==> config.mk <==
export PLATFORM = sky130hd
export DESIGN_NAME = fdc_sample_decimator
export DESIGN_NICKNAME = d
export VERILOG_FILES = /design/src/rtl/fdc_sample_decimator.sv
export SDC_FILE = /design/constraint.sdc
export NUM_CORES = 1
export LEC_CHECK = 0
export ABC_AREA = 1
export BUFFER_PORTS_ARGS = -buffer_cell sky130_fd_sc_hd__buf_2
export CAP_MARGIN = 20
export CORE_UTILIZATION = 58
export DETAILED_ROUTE_END_ITERATION = 8
export GPL_ROUTABILITY_DRIVEN = 0
export PLACE_DENSITY = 0.8
export SKIP_CTS_REPAIR_TIMING = 1
export SYNTH_ARGS = -nofsm -noshare
export SYNTH_HDL_FRONTEND = slang
export SYNTH_SLANG_ARGS = --single-unit
==> constraint.sdc <==
create_clock -name clk -period 2.5 [get_ports clk]
set_clock_uncertainty 0.1 [all_clocks]
set_input_delay 0.375 -clock clk [delete_from_list [all_inputs] [get_ports clk]]
set_output_delay 0.375 -clock clk [all_outputs]
set_load 0.02 [all_outputs]
==> src/rtl/fdc_sample_decimator.sv <==
// FDC sample decimator: averages windows of N = 2^(dec_sel+1) unsigned 8-bit
// samples and hands each average downstream over a valid/ready output register.
module fdc_sample_decimator (
  input  logic       clk,
  input  logic       rst_n,
  input  logic       ena,
  input  logic       in_valid,
  input  logic [7:0] in_data,
  input  logic [1:0] dec_sel,
  input  logic       clr,
  input  logic       out_ready,
  output logic       out_valid,
  output logic [7:0] out_data,
  output logic       overrun,
  output logic       busy
);

  logic [3:0]  cnt_q, cnt_d;
  logic [11:0] acc_q, acc_d;
  logic [1:0]  win_sel_q, win_sel_d;
  logic        out_valid_q, out_valid_d;
  logic [7:0]  out_data_q, out_data_d;
  logic        overrun_q, overrun_d;

  logic        accept;
  logic        handshake;
  logic        win_done;
  logic [1:0]  cur_sel;
  logic [3:0]  last_idx;
  logic [11:0] sum;
  logic [7:0]  avg;

  // Window accumulation, result formation and output/overrun next-state.
  always_comb begin
    accept    = in_valid & ena & ~clr;
    handshake = out_valid_q & out_ready;
    // The first sample of a window uses the live dec_sel; later ones use the latched copy.
    cur_sel   = (cnt_q == 4'd0) ? dec_sel : win_sel_q;
    sum       = acc_q + {4'd0, in_data};

    last_idx = 4'd1;
    avg      = sum[8:1];
    unique case (cur_sel)
      2'd0: begin last_idx = 4'd1;  avg = sum[8:1];  end
      2'd1: begin last_idx = 4'd3;  avg = sum[9:2];  end
      2'd2: begin last_idx = 4'd7;  avg = sum[10:3]; end
      2'd3: begin last_idx = 4'd15; avg = sum[11:4]; end
      default: ;
    endcase

    win_done = accept & (cnt_q == last_idx);

    cnt_d       = cnt_q;
    acc_d       = acc_q;
    win_sel_d   = win_sel_q;
    out_valid_d = out_valid_q;
    out_data_d  = out_data_q;
    overrun_d   = overrun_q;

    if (clr) begin
      cnt_d     = 4'd0;
      acc_d     = 12'd0;
      overrun_d = 1'b0;
    end else if (accept) begin
      if (cnt_q == 4'd0) win_sel_d = dec_sel;
      if (win_done) begin
        cnt_d = 4'd0;
        acc_d = 12'd0;
      end else begin
        cnt_d = cnt_q + 4'd1;
        acc_d = sum;
      end
    end

    // A finished window loads only if the output slot is empty or draining this cycle.
    if (win_done) begin
      if (!out_valid_q || handshake) begin
        out_valid_d = 1'b1;
        out_data_d  = avg;
      end else begin
        overrun_d = 1'b1;
      end
    end else if (handshake) begin
      out_valid_d = 1'b0;
    end
  end

  // State registers with synchronous active-low reset.
  always_ff @(posedge clk) begin
    if (!rst_n) begin
      cnt_q       <= 4'd0;
      acc_q       <= 12'd0;
      win_sel_q   <= 2'd0;
      out_valid_q <= 1'b0;
      out_data_q  <= 8'd0;
      overrun_q   <= 1'b0;
    end else begin
      cnt_q       <= cnt_d;
      acc_q       <= acc_d;
      win_sel_q   <= win_sel_d;
      out_valid_q <= out_valid_d;
      out_data_q  <= out_data_d;
      overrun_q   <= overrun_d;
    end
  end

  assign out_valid = out_valid_q;
  assign out_data  = out_data_q;
  assign overrun   = overrun_q;
  assign busy      = (cnt_q != 4'd0);

endmodule

; Yosys cells after proc, flatten, opt, wreduce, memory -nomap -nowiden
; Index checks and enable logic that the tools add are counted.
[word_totals]
output_inout_bits = 11
word_cells = 40
latchBits = 0
ram_bits = 0
in_bits = 16
register_bits = 28
rom_bits = 0
memories = 0
[op_classes]
n_mul = 0
n_mux = 11
div_mod_pow = 0
magnitude_cmp = 0
eq_ne = 5
n_shift = 0
n_reduce_logical = 10
bitwise = 6
addsub = 2
[ops]
columns = cell, count
row1 = one-hot mux 8 bit (4 select lines), 1
row2 = one-hot mux 4 bit (4 select lines), 1
row3 = adder 12 x 8 -> 12 bit, 1
row4 = 2-to-1 mux 12 bit, 1
row5 = 2-to-1 mux 1 bit, 6
row6 = AND reduction 2 bit, 3
row7 = adder 4 x 1 -> 4 bit (second input constant), 1
row8 = bitwise AND 1 bit, 4
row9 = equality test 2 bit (second input constant), 2
row10 = equality test 4 bit, 1
row11 = logical NOT 4 bit, 1
row12 = 2-to-1 mux 4 bit, 1
row13 = nonzero test 4 bit, 1
row14 = equality test 2 x 1 -> 1 bit (second input constant), 1
row15 = logical NOT 2 bit, 1
row16 = 2-to-1 mux 2 bit, 1
row17 = != test 2 x 1 -> 1 bit (second input constant), 1
row18 = inverter 1 bit, 2
row19 = nonzero test 2 bit, 1
row20 = OR reduction 2 bit, 1
row21 = logical NOT 1 bit, 1
row22 = logical OR 1 bit, 1

; Logic depth before layout (Yosys ltp)
; Gate-level depths: netlist (run 1).
[depth]
word_depth = 8
depth_mapped = 14

; Worst setup path after synthesis (run 1)
; OpenSTA, ideal clock, no wires.
[synth_timing]
path_kind = input to register
start = input port in_data[0]
end = register out_data_q[7], in the netlist out_data[7]
setup_time_ns = 0.123
arrival_ns = 1.817
setup_slack_ns = 0.460
cell_stages = 14
cell_sequence = ha_1 -> inv_1 -> fa_1 -> inv_1 -> nand3_1 -> nand3_1 -> nand2_1 -> nand2_1 -> nand2_1 -> and2_1 -> nor2_1 -> nor2_2 -> nand2_1 -> a21oi_1
[synth_via]
elab_chain_cells = 2
[synth_rtl]
columns = element, line_no
row1 = "start, declared", 8  ; input logic [7:0] in_data,
row2 = adder 12 x 8 -> 12 bit, 39  ; sum = acc_q + {4'd0, in_data};
row3 = one-hot mux 8 bit (4 select lines), 43  ; unique case (cur_sel)
row4 = "end signal, assigned", 102  ; out_data_q <= out_data_d;
row5 = "end, declared", 22  ; logic [7:0] out_data_q, out_data_d;
; Every way passes these cells.
; A chain may end at the register's enable or synchronous reset.

; Worst setup path in the final report (run 1)
[layout_timing]
start = register acc_q[0]
end = register out_data_q[7], in the netlist out_data[7]
[layout_via]
elab_chain_cells = 2
[layout_rtl]
columns = element, line_no
row1 = "start, declared", 19  ; logic [11:0] acc_q, acc_d;
row2 = "start signal, assigned", 92  ; acc_q <= 12'd0;
row3 = "start signal, assigned", 99  ; acc_q <= acc_d;
row4 = adder 12 x 8 -> 12 bit, 39
row5 = one-hot mux 8 bit (4 select lines), 43
; Every way passes these cells.

==> results of run 1 <==
## state kept, by name, indices dropped and copies added (netlist names)
register and cells:
out_valid 1, cnt_q 4, acc_q 12, overrun 1, out_data 8, win_sel_q 2
## power groups by stage
stage | clock, W | sequential [W] | combinational (W)
after floorplan | 0 | 0.000462 | 0.000104
after global placement | 0 | 0.000462 | 0.000141
after detailed placement | 0 | 0.000463 | 0.000143
after CTS | 0.000309 | 0.000453 | 0.000144
after global routing | 0.000326 | 0.000454 | 0.000165
final | 0.000306 | 0.000453 | 0.000147
## critical path, stage by stage, from the launching register on
cell and delay [ns]:
sky130_fd_sc_hd__dfxtp_1 0.36, sky130_fd_sc_hd__ha_1 0.21, sky130_fd_sc_hd__inv_1 0.07, sky130_fd_sc_hd__fa_1 0.44
sky130_fd_sc_hd__inv_1 0.10, sky130_fd_sc_hd__nand3_1 0.07, sky130_fd_sc_hd__nand3_1 0.14, sky130_fd_sc_hd__nand2_1 0.09
sky130_fd_sc_hd__nand2_1 0.07, sky130_fd_sc_hd__nand2_1 0.06, sky130_fd_sc_hd__and2_1 0.18, sky130_fd_sc_hd__nor2_1 0.13
sky130_fd_sc_hd__nor2_2 0.05, sky130_fd_sc_hd__nand2_1 0.06, sky130_fd_sc_hd__a21oi_1 0.05
## area by class of cell
class / instances / area, µm² / area share (%)
Clock buffer: 3 / 22.5 / 0.999
Clock inverter: 1 / 30.0 / 1.33
Inverter: 44 / 168 / 7.44
Multi-Input combinational cell: 243 / 1280 / 56.7
Sequential cell: 28 / 561 / 24.9
Tap cell: 46 / 57.6 / 2.55
Timing Repair Buffer: 27 / 138 / 6.10
## kinds of logic (layout without fill, tap and decap cells)
| family | after synthesis | in the layout | synth area share [%] |
|---|---|---|---|
| XOR/XNOR | 6 | 6 | 2.59 |
| adder cells (fa/ha/maj) | 11 | 11 | 7.15 |
| AND/OR/NAND/NOR | 192 | 192 | 44.1 |
| AO/OA/AOI/OAI | 34 | 34 | 8.82 |
| buffers and inverters | 48 | 75 | 9.74 |
| flip-flops | 28 | 28 | 27.6 |
## cell usage in the layout, fill, tap and decap left out, drive strengths merged
| cell type | synthesis | routed |
|---|---|---|
| nand2 | 110 | 110 |
| inv | 44 | 44 |
| nor2 | 33 | 33 |
| dfxtp | 28 | 28 |
| nand3 | 28 | 28 |
| buf | 2 | 27 |
| a21oi | 23 | 23 |
| nand4 | 14 | 14 |
| ha | 10 | 10 |
| o21ai | 9 | 9 |
| xor2 | 4 | 4 |
| nand3b | 3 | 3 |
| nor3 | 3 | 3 |
| clkbuf | 2 | 3 |
| xnor2 | 2 | 2 |
| and2 | 1 | 1 |
| o31ai | 1 | 1 |
| a211oi | 1 | 1 |
| fa | 1 | 1 |
| bufinv | 0 | 1 |
## through the flow
step | area (µm²) | power [W]
5_1_grt | 2250 | 0.000945
4_1_cts | 2250 | 0.000907
3_5_place_dp | 2190 | 0.000606
3_3_place_gp | 2190 | 0.000604
6_report | 2250 | 0.000906
2_1_floorplan | 2030 | 0.000566
## per-layer routing
metal  track usage (%)  vias up  routed length, µm  share of wire, %
li1                  -     1079                  -                 -
met3              3.15        8                174               3.6
met5                 0        -                  0                 0
met2              52.2       50               2350                49
met4              7.47        0                 61               1.3
met1              35.3      962               2200                46
## worst paths after layout
check        cells past startpoint  slack [ns]      from          end
max                             14        0.22  acc_q[0]  out_data[7]
min                              3        0.20     rst_n  out_data[3]
max reg2reg                     14        0.22  acc_q[0]  out_data[7]
min reg2reg                      2        0.38   overrun      overrun
==> flow_results.org, run 1 <==
** Worst setup path
- In this run the worst path has a maximum fanout of 4.
- Worst Path Arrival :: 2.42 ns
- Data on the critical path is required at its endpoint by 2.64 ns.
- STA classifies the critical path endpoint as a flip-flop.
- The worst setup path is launched from a flip-flop.
- Critical path start-end classification :: flip-flop to flip-flop

** Cells and area
- The filler cells instantiated in the layout total 352.
- Cells fill 67.6% of the core in the end.
- For this run, the post-layout net count is 374.
- The repair_antennas step left the layout with diodes totalling 0.
- P&R area growth vs syn :: 11.1%
- Fraction of layout instances using a drive strength above 1 :: 15.3%
- For this run, the number of standard cells in the final layout without fillers is 392.

** Power
- Pwr/cell area :: 402 mW/mm²
- The analysis attributes to net switching a power of 0.000244 W.
- Register share of total power :: 50.0%
- The share of total power dissipated in combinational logic is 16.2%.
- Relative contribution of the clock network to total power :: 33.8%
- IR analysis of the VDD net gives a maximum drop of 250 µV.
- Standby leakage power :: 1.09 nW
- Net switching is 26.9% of the power.
- The internal power of the cells totals 0.000662 W.

** Outcome
- The run finished with clean final reports.

** Logic synthesis
- Mapped Area :: 0.00203 mm²
- Asr flop ratio synth :: 0%
- Predominant post-synthesis flop cell :: sky130_fd_sc_hd__dfxtp_1
- During synthesis, Yosys emitted a total of 0 warnings.
- Sequential-to-total area share from yosys stat :: 27.6%
- Total of flip-flops plus latches after synthesis :: 28
- Each instance of the synthesized netlist takes up on average 6.36 µm².
- Cells taking the most area after synthesis :: sky130_fd_sc_hd__dfxtp_1, sky130_fd_sc_hd__nand2_1, sky130_fd_sc_hd__inv_1
- Most common cell in the netlist :: sky130_fd_sc_hd__nand2_1
- The synthesized design spends more area on one cell type than any other, namely sky130_fd_sc_hd__dfxtp_1.
- Yosys mapped a number of flops with a built-in enable equal to 0.
- Fraction of synthesized cell area taken by the top area cell type :: 27.6%
- After synthesis, the most frequently instantiated cells are sky130_fd_sc_hd__nand2_1, sky130_fd_sc_hd__inv_1, sky130_fd_sc_hd__dfxtp_1, sky130_fd_sc_hd__nor2_1, sky130_fd_sc_hd__nand3_1.
- After technology mapping, the gate count stands at 319.
- When the netlist entered floorplanning its net count stood at 346.
- Number of different library cells in the post-synthesis netlist :: 29

** Floorplanning
- Measured along the x axis, the die boundary spans 61.2 µm.
- Die ar. :: 0.00374 mm²
- Pin placement for this block handled 27 I/O pins.
- The floorplan step set the die height to 61.2 µm.
- Initial core utilization :: 60.8%
- The floorplan has 21 rows.
- Area of the core :: 0.00334 mm²

** Placed design
- Number of instances in the placed design :: 388
- Port buffering added 26 buffers.
- Summed over all nets, the half-perimeter wirelength after detailed placement is 3670 µm.
- Worst slack after detailed placement :: 0.163 ns

** Worst hold path
- The worst hold path belongs to the class input pin to flip-flop.

** Timing
- Setup violations remaining at the end of the flow were counted as 0.
- Derived from the worst setup path, the maximum achievable clock frequency is 439 MHz.
- Final Worst Setup Slack :: 0.225 ns
- Unrepaired setup endpoints after global routing :: false
- At the pin with the least slew margin, the transition time is 0.541 ns.
- Period utilisation layout :: 91.0%
- The worst pin sits at a relative slew slack of 63.9%.
- Counting I/O delays and the setup requirement, the final critical path takes 2.28 ns.
- Total count of max-transition violations in the final report :: 0
- The tightest hold path in the finished design has a slack of 0.196 ns.
- After routing, the total negative slack on setup checks comes to 0 ns.
- The final-report hold violation count came to 0.

** Clocking
- TritonCTS clock tree :: done
- Sinks on Clock Net :: 28
- Buffers inserted during clock tree synthesis total 3.
- CTS built an H-tree with a depth of 1.
- The clock passes through at most 2 buffers.
- Clock latency reported for the late side of the worst-skew pair :: 0.34 ns
- Clk root buf :: sky130_fd_sc_hd__clkbuf_4
- After clock tree synthesis, the clock-pin slew on the worst setup and hold paths is 0.16 ns.

** Route
- The final route contains 2099 vias.
- In the final routed layout, each cell accounts on average for 12.2 µm.
- The detail route stage leaves a number of antenna-violating nets equal to 0.
- Dividing the detail-routed via count by the number of cells gives 5.35.
- Residual DRC :: 0
- The detailed router finished its first iteration with 127 violations.
- First-pass DRT Iterations :: 4
- Summed over all layers, the routed wires come to 4790 µm.

** Job
- Max-cap violations in this run came to 0.

** Global routing
- Largest net degree at the start of global routing :: 21
- In the global route stage, overall resource usage came out at 28.5%.
- The number of antenna violations at the first check in global routing is 0.
- For this run the aggregate overflow at the end of global routing stands at 0.
- The number of global-route vias before repair is 1867.
- Wire length of the first global-routing pass :: 8010 µm
Power figures use the tool's default switching activity.
==> run 2, diff against run 1 <==
--- a/config.mk
+++ b/config.mk
@@ -8,10 +8,12 @@
 export ABC_AREA = 1
 export BUFFER_PORTS_ARGS = -buffer_cell sky130_fd_sc_hd__buf_2
 export CAP_MARGIN = 20
-export CORE_UTILIZATION = 58
+export CORE_UTILIZATION = 60
+export CTS_BUF_LIST = sky130_fd_sc_hd__clkbuf_2 sky130_fd_sc_hd__clkbuf_4 sky130_fd_sc_hd__clkbuf_8
 export DETAILED_ROUTE_END_ITERATION = 8
 export GPL_ROUTABILITY_DRIVEN = 0
-export PLACE_DENSITY = 0.8
+export PLACE_DENSITY = 0.83
+export REMOVE_ABC_BUFFERS = 1
 export SKIP_CTS_REPAIR_TIMING = 1
 export SYNTH_ARGS = -nofsm -noshare
 export SYNTH_HDL_FRONTEND = slang
==> run 2 against run 1 <==
Flip-flop and latch count unchanged. First-iteration DRC count increased by 4.7%. Wire length decreased by 2.0%. Sequential share of layout area shrank 0.055 points. Worst setup slack improved by 0.082 ns. Fmax increased by 3.7%. Via count fell by 0.43%. Sequential power is essentially flat. Combinational power decreased by 3%. Count of clock-buffer cells in the layout unchanged. Largest cell class unchanged. Highest routed layer unchanged.
==> flow_results.org, run 2 (synthesis results as in run 1) <==
** Clocking
- At the later pin of the worst-skew pair, clock insertion delay measures 0.35 ns.
- After clock tree synthesis, the clock-pin slew on the worst setup and hold paths is 0.17 ns.
- The clock net in this run drives a total of 28 sinks.
- TritonCTS Buffers :: 3
- TritonCTS built the clock tree.
- Counting along the longest clock path gives a buffer depth of 2.
- CTS HTree Levels :: 1
- CTS placed an instance of sky130_fd_sc_hd__clkbuf_4 at the clock tree root.

** Route
- Via count of the routed design :: 2090
- After detailed routing, the number of remaining DRC violations is 0.
- Avg Vias per Cell :: 5.33
- Total wire length after detailed routing :: 4690 µm
- The detailed router finished its first iteration with 133 violations.
- Number of nets with antenna violations after routing :: 0
- Average wire length per cell after detail routing :: 12.0 µm
- The pre-antenna-repair detailed-routing pass consisted of 4 iterations.

** Worst setup path
- Destination of the critical timing path :: out_data[7]
- The most critical setup path has its startpoint at acc_q[0].
- Maximum fanout count along the critical path :: 4
- The critical path in this run is classified as flip-flop to flip-flop.
- Worst Path Arrival :: 2.35 ns
- Across all register-to-register paths, the minimum setup slack is 0.31 ns.
- Nature of the critical path startpoint :: flip-flop
- Most common cell on crit path :: sky130_fd_sc_hd__nand2_1
- The worst setup path is captured at a flip-flop.
- Cells on worst reg2reg path :: 14
- Data required time of the critical path :: 2.65 ns
- The worst register-to-register path begins at acc_q[0].
- CP Cell Sequence :: ha_1 -> inv_1 -> fa_1 -> inv_1 -> nand3_1 -> nand3_1 -> nand2_1 -> nand2_1 -> nand2_1 -> and2_1 -> nor2_1 -> nor2_2 -> nand2_1 -> a21oi_1
- The endpoint identified for the worst register-to-register timing path is out_data[7].
- Critical-path top delay cell :: sky130_fd_sc_hd__fa_1
- Max incr delay on CP :: 0.42 ns

** Power
- Pwr/cell area :: 402 mW/mm²
- Of the total power, the clock network draws 34.3%.
- Register share of total power :: 49.9%
- Psw :: 0.000246 W
- Summed over all cells, the static leakage comes to 1.09 nW.
- Combinational group share of total power :: 15.8%
- Internal power component :: 0.000662 W
- Post-layout power :: 0.000907 W
- Across the VDD grid, the largest voltage drop is 278 µV.
- Net switching is 27.1% of the power.

** Timing
- Final Critical Period :: 2.19 ns
- Relative slew slack :: 65.1%
- F_max :: 456 MHz
- The final-report hold violation count came to 0.
- Setup-failing EPs final :: 0
- Period utilisation layout :: 87.8%
- Setup repair after global routing left no endpoint under its margin.
- For the pin with the worst max-slew slack, the measured transition is 0.522 ns.
- In the final timing run, aggregate negative setup slack is 0 ns.
- The max-slew violation count was 0.

** Global routing
- The number of global-route vias before repair came to 1912.
- After global routing the overflow that remains totals 0.
- Entering global routing, the biggest net connects 21 pins.
- In the global route stage, overall resource usage came out at 29.3%.
- Initial antenna violation count :: 0
- Wire length of the first global-routing pass :: 8050 µm

** Cells and area
- Top register by number of flip-flops :: acc_q
- Total number of nets in the final design :: 376
- The register with the most flip-flops in the layout has 12 of them.
- Fraction of layout instances using a drive strength above 1 :: 15.5%
- Most frequent cells in the layout :: sky130_fd_sc_hd__nand2_1, sky130_fd_sc_hd__inv_1, sky130_fd_sc_hd__nor2_1, sky130_fd_sc_hd__dfxtp_1, sky130_fd_sc_hd__buf_2
- Number of inserted diodes :: 0
- Leaving out fill and tap cells, the most frequent cell in the layout is sky130_fd_sc_hd__nand2_1.
- P&R area growth vs syn :: 11.3%

** Floorplanning
- Ports placed on the boundary :: 27
- In this run the standard cell core region covers 0.00313 mm².
- Width of the chip :: 60.2 µm
- Chip height :: 60.2 µm
- Initial core utilization :: 64.9%
- Die ar. :: 0.00362 mm²
- The initialized floorplan defines 20 standard-cell rows.

** Placed design
- Detailed placement finished with a half-perimeter wire length of 3560 µm.
- Input and output buffers added on the ports amount to 26.

** Outcome
- Outcome :: complete, no violations

** Job
- Max capacitance violation total :: 0

** Worst hold path
- Class of the worst hold path :: input pin to flip-flop
==> run 2: per-stage QoR <==
step	setup slack (ns)	hold slack (ns)	instance area [µm²]	util (%)	instances
after floorplan	0.352	0.349	2000	-	315
final	0.306	0.190	2260	72.2	392
after global routing	0.0958	0.182	2260	72.2	392
after CTS	0.317	0.184	2260	72.2	392
after detailed placement	0.222	0.341	2210	70.6	388
after global placement	0.246	0.337	2210	70.6	388
==> run 2: metal layers <==
layer / GRT usage, % / part of all wire, %
met5: 0 / 0
met1: 37.2 / 46
met3: 3.03 / 4.2
met4: 9.97 / 1.8
met2: 50.9 / 48
==> run 2: area by class of cell <==
type,count,area (µm²)
Multi-Input combinational cell,243,1270
Fill cell,294,868
Sequential cell,28,561
Inverter,44,168
Timing Repair Buffer,29,153
Tap cell,44,55.1
Clock inverter,1,30.0
Clock buffer,3,22.5
==> run 2: how the worst min path moves through the flow <==
stage	start	cells past startpoint	to	slack [ns]
floorplan	acc_q[4]	2	acc_q[4]	0.35
global placement	overrun	2	overrun	0.34
detailed placement	overrun	2	overrun	0.34
CTS	rst_n	3	out_data[2]	0.18
global route	rst_n	3	out_data[3]	0.18
finish	rst_n	3	out_data[1]	0.19
==> run 2: power groups by stage <==
stage	registers (W)	logic, W	clock network (W)
global route	0.000454	0.000160	0.000335
finish	0.000453	0.000143	0.000312
global placement	0.000462	0.000140	0
CTS	0.000453	0.000142	0.000314
detailed placement	0.000462	0.000141	0
floorplan	0.000462	0.000101	0
==> run 2: worst max-delay path, delay by kind of cell, from the launching register on <==
family	cells	cell delay [ns]
flip-flops	1	0.36
AND/OR/NAND/NOR	9	0.85
adder cells (fa/ha/maj)	2	0.61
buffers and inverters	2	0.15
AO/OA/AOI/OAI	1	0.06
